<file path="config.mk">
export PLATFORM = sky130hd
export DESIGN_NAME = fetch_bpred_flat
export DESIGN_NICKNAME = d
export VERILOG_FILES = /design/src/rtl/fetch_bpred_if.sv /design/src/rtl/fetch_bpred.sv /design/src/flat_wrapper.sv
export SDC_FILE = /design/constraint.sdc
export NUM_CORES = 1
export LEC_CHECK = 0
export CAP_MARGIN = 20
export CORE_ASPECT_RATIO = 1.75
export CORE_UTILIZATION = 55
export DETAILED_ROUTE_END_ITERATION = 10
export GPL_ROUTABILITY_DRIVEN = 0
export PLACE_DENSITY = 0.73
export SLEW_MARGIN = 25
export SYNTH_ARGS = -nofsm -noshare
export SYNTH_HDL_FRONTEND = slang
export SYNTH_SLANG_ARGS = --single-unit
</file>
<file path="constraint.sdc">
create_clock -name clk -period 12 [get_ports clk]
set_input_delay 3 -clock clk [delete_from_list [all_inputs] [get_ports clk]]
set_output_delay 3 -clock clk [all_outputs]
set_load 0.005 [all_outputs]
</file>
<file path="src/rtl/fetch_bpred_if.sv">
// Fetch/BTB bus: execute-side control and feedback in, fetch address and prediction out.
interface fetch_bpred_if #(
    parameter int unsigned DATA_WIDTH = 32
);
    logic                  stall;
    logic                  redirect;
    logic [DATA_WIDTH-1:0] redirect_pc;
    logic                  upd_valid;
    logic [DATA_WIDTH-1:0] upd_pc;
    logic [DATA_WIDTH-1:0] upd_target;
    logic                  upd_taken;
    logic [DATA_WIDTH-1:0] pc;
    logic [DATA_WIDTH-1:0] pc_plus4;
    logic                  pred_taken;
    logic [DATA_WIDTH-1:0] pred_target;

    // Execute stage / environment side
    modport master (
        output stall, redirect, redirect_pc,
        output upd_valid, upd_pc, upd_target, upd_taken,
        input  pc, pc_plus4, pred_taken, pred_target
    );

    // Fetch stage side
    modport slave (
        input  stall, redirect, redirect_pc,
        input  upd_valid, upd_pc, upd_target, upd_taken,
        output pc, pc_plus4, pred_taken, pred_target
    );
endinterface

</file>
<file path="src/rtl/fetch_bpred.sv">
// Fetch stage: PC register plus a direct-mapped BTB with 2-bit saturating
// counters, predicting taken branches/jumps at fetch.
module fetch_bpred #(
    parameter int unsigned          DATA_WIDTH  = 32,
    parameter int unsigned          BTB_ENTRIES = 16,
    parameter logic [DATA_WIDTH-1:0] RESET_PC   = '0
) (
    input logic           clk,
    input logic           rst,
    fetch_bpred_if.slave  bus
);
    localparam int unsigned IDX   = $clog2(BTB_ENTRIES);
    localparam int unsigned TAG_W = DATA_WIDTH - IDX - 2;

    logic [DATA_WIDTH-1:0] pc_q;
    logic [DATA_WIDTH-1:0] pc_plus4;
    logic [DATA_WIDTH-1:0] redirect_aligned;

    // Word addresses (byte offset dropped) for lookup and update
    logic [DATA_WIDTH-3:0] pc_word;
    logic [DATA_WIDTH-3:0] upd_word;
    logic [IDX-1:0]        rd_idx;
    logic [IDX-1:0]        wr_idx;
    logic [TAG_W-1:0]      rd_tag;
    logic [TAG_W-1:0]      wr_tag;

    logic                  btb_valid  [BTB_ENTRIES];
    logic [TAG_W-1:0]      btb_tag    [BTB_ENTRIES];
    logic [DATA_WIDTH-1:0] btb_target [BTB_ENTRIES];
    logic [1:0]            btb_ctr    [BTB_ENTRIES];

    logic                  rd_hit;
    logic                  upd_hit;
    logic                  pred_taken;
    logic [DATA_WIDTH-1:0] pred_target;

    assign pc_plus4         = pc_q + DATA_WIDTH'(4);
    assign redirect_aligned = bus.redirect_pc & ~DATA_WIDTH'(3);

    assign pc_word  = pc_q[DATA_WIDTH-1:2];
    assign upd_word = (DATA_WIDTH-2)'(bus.upd_pc >> 2);
    assign rd_idx   = pc_word[IDX-1:0];
    assign rd_tag   = pc_word[DATA_WIDTH-3:IDX];
    assign wr_idx   = upd_word[IDX-1:0];
    assign wr_tag   = upd_word[DATA_WIDTH-3:IDX];

    // Lookup reads the pre-update array, so a same-cycle write is seen next cycle
    assign rd_hit      = btb_valid[rd_idx] && (btb_tag[rd_idx] == rd_tag);
    assign pred_taken  = rd_hit && btb_ctr[rd_idx][1];
    assign pred_target = rd_hit ? btb_target[rd_idx] : pc_plus4;
    assign upd_hit     = btb_valid[wr_idx] && (btb_tag[wr_idx] == wr_tag);

    assign bus.pc          = pc_q;
    assign bus.pc_plus4    = pc_plus4;
    assign bus.pred_taken  = pred_taken;
    assign bus.pred_target = pred_target;

    // Next-PC selection: reset, redirect, stall, prediction, sequential
    always_ff @(posedge clk) begin
        if (rst) begin
            pc_q <= RESET_PC;
        end else if (bus.redirect) begin
            pc_q <= redirect_aligned;
        end else if (bus.stall) begin
            pc_q <= pc_q;
        end else if (pred_taken) begin
            pc_q <= pred_target;
        end else begin
            pc_q <= pc_plus4;
        end
    end

    // Valid bits: cleared on reset, set when a taken miss allocates an entry
    always_ff @(posedge clk) begin
        if (rst) begin
            for (int unsigned i = 0; i < BTB_ENTRIES; i++) begin
                btb_valid[i] <= 1'b0;
            end
        end else if (bus.upd_valid && bus.upd_taken && !upd_hit) begin
            btb_valid[wr_idx] <= 1'b1;
        end
    end

    // Entry payload: train counter/target on hit, allocate weakly-taken on taken miss
    always_ff @(posedge clk) begin
        if (!rst && bus.upd_valid) begin
            if (upd_hit) begin
                if (bus.upd_taken) begin
                    btb_ctr[wr_idx]    <= (btb_ctr[wr_idx] == 2'b11) ? 2'b11 : btb_ctr[wr_idx] + 2'b01;
                    btb_target[wr_idx] <= bus.upd_target;
                end else begin
                    btb_ctr[wr_idx]    <= (btb_ctr[wr_idx] == 2'b00) ? 2'b00 : btb_ctr[wr_idx] - 2'b01;
                end
            end else if (bus.upd_taken) begin
                btb_tag[wr_idx]    <= wr_tag;
                btb_target[wr_idx] <= bus.upd_target;
                btb_ctr[wr_idx]    <= 2'b10;
            end
        end
    end
endmodule

</file>
<file path="src/flat_wrapper.sv">
// flat-port wrapper written by rule: the top's interface ports become plain ports
module fetch_bpred_flat 
#(
    parameter int unsigned          DATA_WIDTH  = 32,
    parameter int unsigned          BTB_ENTRIES = 16,
    parameter logic [DATA_WIDTH-1:0] RESET_PC   = '0
)
  (clk, rst, bus_stall, bus_redirect, bus_redirect_pc, bus_upd_valid, bus_upd_pc, bus_upd_target, bus_upd_taken, bus_pc, bus_pc_plus4, bus_pred_taken, bus_pred_target);
  fetch_bpred_if #(.DATA_WIDTH(DATA_WIDTH)) bus_i ();
  input logic clk;
  input logic rst;
  input wire logic [$bits(bus_i.stall)-1:0] bus_stall;
  input wire logic [$bits(bus_i.redirect)-1:0] bus_redirect;
  input wire logic [$bits(bus_i.redirect_pc)-1:0] bus_redirect_pc;
  input wire logic [$bits(bus_i.upd_valid)-1:0] bus_upd_valid;
  input wire logic [$bits(bus_i.upd_pc)-1:0] bus_upd_pc;
  input wire logic [$bits(bus_i.upd_target)-1:0] bus_upd_target;
  input wire logic [$bits(bus_i.upd_taken)-1:0] bus_upd_taken;
  output wire logic [$bits(bus_i.pc)-1:0] bus_pc;
  output wire logic [$bits(bus_i.pc_plus4)-1:0] bus_pc_plus4;
  output wire logic [$bits(bus_i.pred_taken)-1:0] bus_pred_taken;
  output wire logic [$bits(bus_i.pred_target)-1:0] bus_pred_target;
  assign bus_i.stall = bus_stall;
  assign bus_i.redirect = bus_redirect;
  assign bus_i.redirect_pc = bus_redirect_pc;
  assign bus_i.upd_valid = bus_upd_valid;
  assign bus_i.upd_pc = bus_upd_pc;
  assign bus_i.upd_target = bus_upd_target;
  assign bus_i.upd_taken = bus_upd_taken;
  assign bus_pc = bus_i.pc;
  assign bus_pc_plus4 = bus_i.pc_plus4;
  assign bus_pred_taken = bus_i.pred_taken;
  assign bus_pred_target = bus_i.pred_target;
  fetch_bpred #(.DATA_WIDTH(DATA_WIDTH), .BTB_ENTRIES(BTB_ENTRIES), .RESET_PC(RESET_PC)) u_core (.clk(clk), .rst(rst), .bus(bus_i));
endmodule
</file>
==> results of run 1 <==
[layout by cell type (no fill, tap or decap), types with 5 or more instances in the layout]
| cell type | count |
|---|---|
| clkbuf_1 | 15 |
| o221ai_1 | 19 |
| nor4_1 | 5 |
| inv_1 | 15 |
| and4_1 | 6 |
| mux2_2 | 37 |
| and2_1 | 8 |
| inv_6 | 5 |
| clkinv_1 | 17 |
| mux2i_1 | 116 |
| clkdlybuf4s50_1 | 190 |
| a22o_1 | 19 |
| nor3_1 | 16 |
| buf_4 | 60 |
| mux4_2 | 384 |
| and3_1 | 11 |
| o211a_1 | 16 |
| o21ai_0 | 35 |
| xor2_1 | 24 |
| clkinv_2 | 16 |
| o221ai_2 | 7 |
| a22oi_1 | 14 |
| nand3_1 | 48 |
| nand4_1 | 10 |
| nor2b_1 | 7 |
| bufinv_16 | 5 |
| nor2_1 | 37 |
| nand2_1 | 148 |
| o22ai_1 | 5 |
| edfxtp_1 | 960 |
| xnor2_1 | 62 |
| nor2_4 | 16 |
| clkbuf_16 | 89 |
| nand2b_1 | 6 |
| dfxtp_1 | 48 |
| clkinvlp_4 | 14 |
| nor3_2 | 15 |
| a21oi_1 | 19 |
[worst register-to-register path, stage by stage, from the launching register on]
cell       delay, ns
dfxtp_4         0.73
buf_4           0.68
mux4_2          0.66
mux2_2          0.35
inv_1           0.08
a41oi_1         0.15
a2111oi_0       0.56
or4bb_1         0.53
nor4_4          0.66
buf_4           0.44
o221ai_1        0.23
[per-layer routing]
layer,GRT usage,up-vias,wire length (um)
met1,0.3860,13080,42670
met5,0,-,69
met4,0.1690,10,7108
met2,0.5038,1571,62720
li1,-,10180,-
met3,0.05482,351,11460
[metrics by stage]
stage | area, um^2 | utilization | hold slack [ns] | power, W | instances
global placement | 48020 | 0.5942 | 0.4746 | 0.004717 | 3497
detailed placement | 48020 | 0.5943 | 0.4883 | 0.004733 | 3497
finish | 50860 | 0.6293 | 0.5050 | 0.007455 | 3664
global route | 50850 | 0.6293 | 0.5369 | 0.007647 | 3663
floorplan | 44870 | - | 0.4614 | 0.004442 | 2355
CTS | 50840 | 0.6291 | 0.5027 | 0.007491 | 3662
[final cells by class]
class	count	area share
antenna	2	0.00009841
clock buffer	107	0.04571
clock inverter	58	0.009644
inverter	20	0.001525
multi-input combinational	1159	0.2816
sequential	1012	0.5876
tap	1050	0.02583
timing repair buffer	256	0.04798
[state kept, by name (all words and copies together), names as in the netlist, named ones only]
register / flops
u_core.btb_target: 512
u_core.bus.pc: 30
u_core.btb_tag: 416
u_core.btb_ctr: 32
u_core.btb_valid: 16
[path summary, 6_finish.rpt]
path	start	to	slack (ns)	depth (start not counted)
max	register	bus_pred_target[20]	3.18	11
max reg2reg	register	u_core.bus.pc[11]$_SDFFE_PP0N_	6.77	10
min	u_core.btb_valid[1]$_DFF_P_	u_core.btb_valid[1]$_DFF_P_	0.50	1
min reg2reg	u_core.btb_valid[1]$_DFF_P_	u_core.btb_valid[1]$_DFF_P_	0.50	1
[cells by family (layout without fill, tap and decap cells)]
kind of cell	after synthesis	after routing
other cells	0	2
buf+inv	184	441
flops	1012	1012
simple gates	356	356
mux	540	540
compound gates	176	176
fa+ha+maj	1	1
xor+xnor	86	86
[power by group through the flow]
stage | combinational (W) | sequential, W | clock (W)
after floorplan | 0.000458 | 0.00398 | 0
after global placement | 0.000707 | 0.00401 | 0
after detailed placement | 0.000719 | 0.00401 | 0
after CTS | 0.000724 | 0.00394 | 0.00283
after global routing | 0.000762 | 0.00394 | 0.00295
final | 0.000725 | 0.00394 | 0.00279
==> flow_summary.toml, run 1 <==
[die]
io_pins = 199
core-area_um2 = 80810
die_area_um2 = 82770
dieWidth_um = 217.9
initial_core_util = 0.5552
rows = 138
dieHeight_um = 379.8

[clock_tree]
h-tree-depth = 3
postCtsHoldBufs = 0
cts_tree = "done"
clockRootBuffer = "clkbuf_16"
post_cts_buffers = 0
clk_pin_slew_ns = 0.06
cts-buffers-inserted = 88
clk_latency_ns = 0.68
cts_resized = 0
clockBufferDepth = 3
cts.sinks = 1012

[power_and_ir_drop]
peakVddDrop_mv = 0.1492
leakage_nw = 15.99
seq_power_share = 0.528
p_per_area_nw_per_um2 = 146.6
clkPwrFrac = 0.375
p_switching_w = 0.001728
intPower_w = 0.005727
switching_share = 0.2318
p_comb_frac = 0.097

[finish]
nNetsFinal = 2640
area_growth_pct = 13.34
drive_above_1_share = 0.2592
fill_cells = 5562
seq_area_um2 = 29880
multiInputGateArea_um2 = 14320

[synth]
syn_avg_cell_area_um2 = 19.05
yosysWarnings = 0
yosys.area.top_type = "edfxtp_1"
muxShareOfSynthArea = 0.2287
synthTopCellsByCount = "edfxtp_1, mux4_2, nand2_1"
synth_edf_count = 960
synth_xor_area_frac = 0.01679
synthSimpleGateAreaFrac = 0.03765
synth_top_family_by_area = "multiplexers"
syn_inst = 2355
synth_ff_type = "edfxtp_1"
synth.top_cell.area_share = 0.6425
yosysSeqAreaShare = 0.6657
syn_area_um2 = 44870
synth_compound_area_frac = 0.03037
synth.most_common_cell = "edfxtp_1"
yosys_register_bits = 1012
syn-num-nets = 2458
postSynth.asyncResetShare = 0
synth_fa_ha_area_frac = 0.0002789
synth.distinct_cells = 72
ys_top_cells_by_area = "edfxtp_1, mux4_2, mux2i_1"

[setup_path]
crit_chain = "buf_4 -> mux4_2 -> mux2i_1 -> xnor2_1 -> a311o_1 -> a21boi_0 -> nor4_2 -> nand3_4 -> buf_4 -> mux2_1 -> clkdlybuf4s50_1"
critical_path.most_common_cell = "buf_4"
cp.arrival_ns = 5.82
criticalPathCategory = "reg -> out"
cp-end-kind = "primary output"
crit_buf_inv = 3
slowest_delay_ns = 0.74
cp_top_family = "buffers and inverters"
critPathLaunchType = "register"
crit_path_top_delay_cell = "nor4_2"
cp_max_fo = 59
required_ns = 9.00

[job]
max_cap_violations = 0

[timing]
final-setup-viol-count = 0
fin_setup_tns_ns = 0
finalWorstSetupSlack_ns = 3.183
fin_worst_skew_ns = 0.02960
worst_slew_pin_slew_ns = 0.9799
period_share = 0.7347
slew_headroom = 0.3443
fin_crit_ns = 8.817
max_freq_mhz = 113.4
slew_violations = 0
rsz0062_at_grt = "false"
timing_hold_violations_final = 0

[grt]
antenna_found_initial = 7
grt_max_degree = 101
gr-total-overflow = 0
grt_use_total = 0.3066
grt_pass1_wl_um = 179000
grt_pass1_vias = 26090

[routing]
drt_iter0_drc = 2870
drcViolationCount = 0
ant_nets = 0
wl_um = 124000
first_pass_iters = 7
vias_per_cell = 6.875
vias = 25190
wire_per_inst_um = 33.85

[placed_design]
io_buffer_count = 194
place_hpwl_um = 76650
dp_slack_ns = 3.093

[worst_hold_path]
hold_path_class = "reg -> reg"

[outcome]
outcome = "complete, no violations"
No activity file was read; power rests on OpenSTA's default activity.
==> run 2, diff against run 1 <==
Clock period 12 ns to 8.3 ns, I/O delays scaled along.
==> flow_summary.toml, run 2 (same netlist as run 1, synthesis figures left out) <==
[timing]
slew_violations = 0
finalWorstSetupSlack_ns = 0.5390
fin_setup_tns_ns = 0
hold_slack_ns = 0.4923
final-setup-viol-count = 0
timing_hold_violations_final = 0
worst_slew_pin_slew_ns = 1.065
fin_worst_skew_ns = 0.04129
max_freq_mhz = 128.8
period_share = 0.9351
slew_headroom = 0.2888
rsz0062_at_grt = "false"
fin_crit_ns = 7.761

[clock_tree]
clockRootBuffer = "clkbuf_16"
cts.sinks = 1012
clockBufferDepth = 3
postCtsHoldBufs = 0
cts_resized = 0
h-tree-depth = 3
clk_latency_ns = 0.69
clk_pin_slew_ns = 0.07
cts-buffers-inserted = 88
post_cts_buffers = 0
cts_tree = "done"

[die]
initial_core_util = 0.5552
die_area_um2 = 82770
dieWidth_um = 217.9
dieHeight_um = 379.8
core-area_um2 = 80810
rows = 138
io_pins = 199

[routing]
wire_per_inst_um = 34.17
first_pass_iters = 7
wl_um = 125900
drt_iter0_drc = 3061
vias = 25550
drcViolationCount = 0
vias_per_cell = 6.936
ant_nets = 0

[setup_path]
crit_path_top_delay_cell = "nor2b_1"
cp-end-kind = "primary output"
cp_top_family = "simple AND/OR/NAND/NOR gates"
slowest_delay_ns = 0.88
required_ns = 6.23
crit_buf_inv = 3
cp.arrival_ns = 5.69
critPathLaunchType = "register"
cp_max_fo = 57
criticalPathCategory = "reg -> out"
crit_chain = "buf_12 -> nor2b_1 -> a22oi_1 -> a311o_1 -> a21boi_0 -> nor4_2 -> nand3_4 -> buf_4 -> mux2_1 -> clkdlybuf4s50_1"

[power_and_ir_drop]
leakage_nw = 16.26
peakVddDrop_mv = 0.1967
p_per_area_nw_per_um2 = 215.4

[grt]
grt_pass1_wl_um = 181800
gr-total-overflow = 0
grt_use_total = 0.3112
antenna_found_initial = 6
grt_pass1_vias = 26440
grt_max_degree = 73

[finish]
fill_cells = 5509
final_cell_mix = "edfxtp_1, mux4_2, clkdlybuf4s50_1"
drive_above_1_share = 0.2663
seq_area_um2 = 29880
mostFrequentLayoutCell = "edfxtp_1"
regMostFlops = "u_core.btb_target"
largest_register_ffs = 512
layout.cells.non_filler = 3683
area_growth_pct = 14.26
nNetsFinal = 2665
multiInputGateArea_um2 = 14320
reg.largest.list = "u_core.btb_target: 512 flops, u_core.btb_tag: 416 flops, u_core.btb_ctr: 32 flops"
utilization = 0.6344

[outcome]
outcome = "complete, no violations"

[placed_design]
io_buffer_count = 194
place_hpwl_um = 80540
dp_slack_ns = 1.124
dp.cells = 3521

[worst_hold_path]
hold_path_class = "reg -> reg"

[job]
max_cap_violations = 0
==> run 2: cell type report <==
type,instances,share of cell area
multi-input cells,1159,0.2792
flip-flops and latches,1012,0.5828
inverters,20,0.001513
well taps,1050,0.02563
clock inverters,45,0.01049
repair buffers,281,0.05223
diodes,1,0.00004881
clock buffers,115,0.04800
==> run 2: path summary, 6_finish.rpt <==
| check | from | endpoint | slack (ns) | cells after the start |
|---|---|---|---|---|
| hold reg to reg | register | register | 0.49 | 2 |
| setup / recovery | register | bus_pred_target[22] | 0.54 | 10 |
| hold / removal | register | register | 0.49 | 2 |
| setup reg to reg | register | register | 3.20 | 11 |
==> run 2: worst min-delay path: cells and delay by family (launching register included) <==
kind,cells,cell delay (ns)
DFF,1,0.33
and+or+nand+nor,1,0.06
muxes,1,0.06
==> run 2: metal layers <==
| metal | GRT usage | part of all wire | vias up |
|---|---|---|---|
| met5 | 0 | 0.00016 | - |
| met4 | 0.1682 | 0.057 | 4 |
| met3 | 0.05554 | 0.094 | 324 |
| met2 | 0.5118 | 0.50 | 1698 |
| met1 | 0.3927 | 0.35 | 13300 |
| li1 | - | - | 10220 |
==> run 2: where the power goes <==
part           switching, W  internal, W
sequential        0.0000720      0.00563
clock               0.00186      0.00242
combinational      0.000575     0.000483
==> run 2: per-stage QoR <==
step | area (um^2) | power [W]
5_1_grt | 51270 | 0.01131
2_1_floorplan | 44870 | 0.006422
3_3_place_gp | 48180 | 0.006834
3_5_place_dp | 48250 | 0.006856
4_1_cts | 51250 | 0.01107
6_report | 51270 | 0.01104
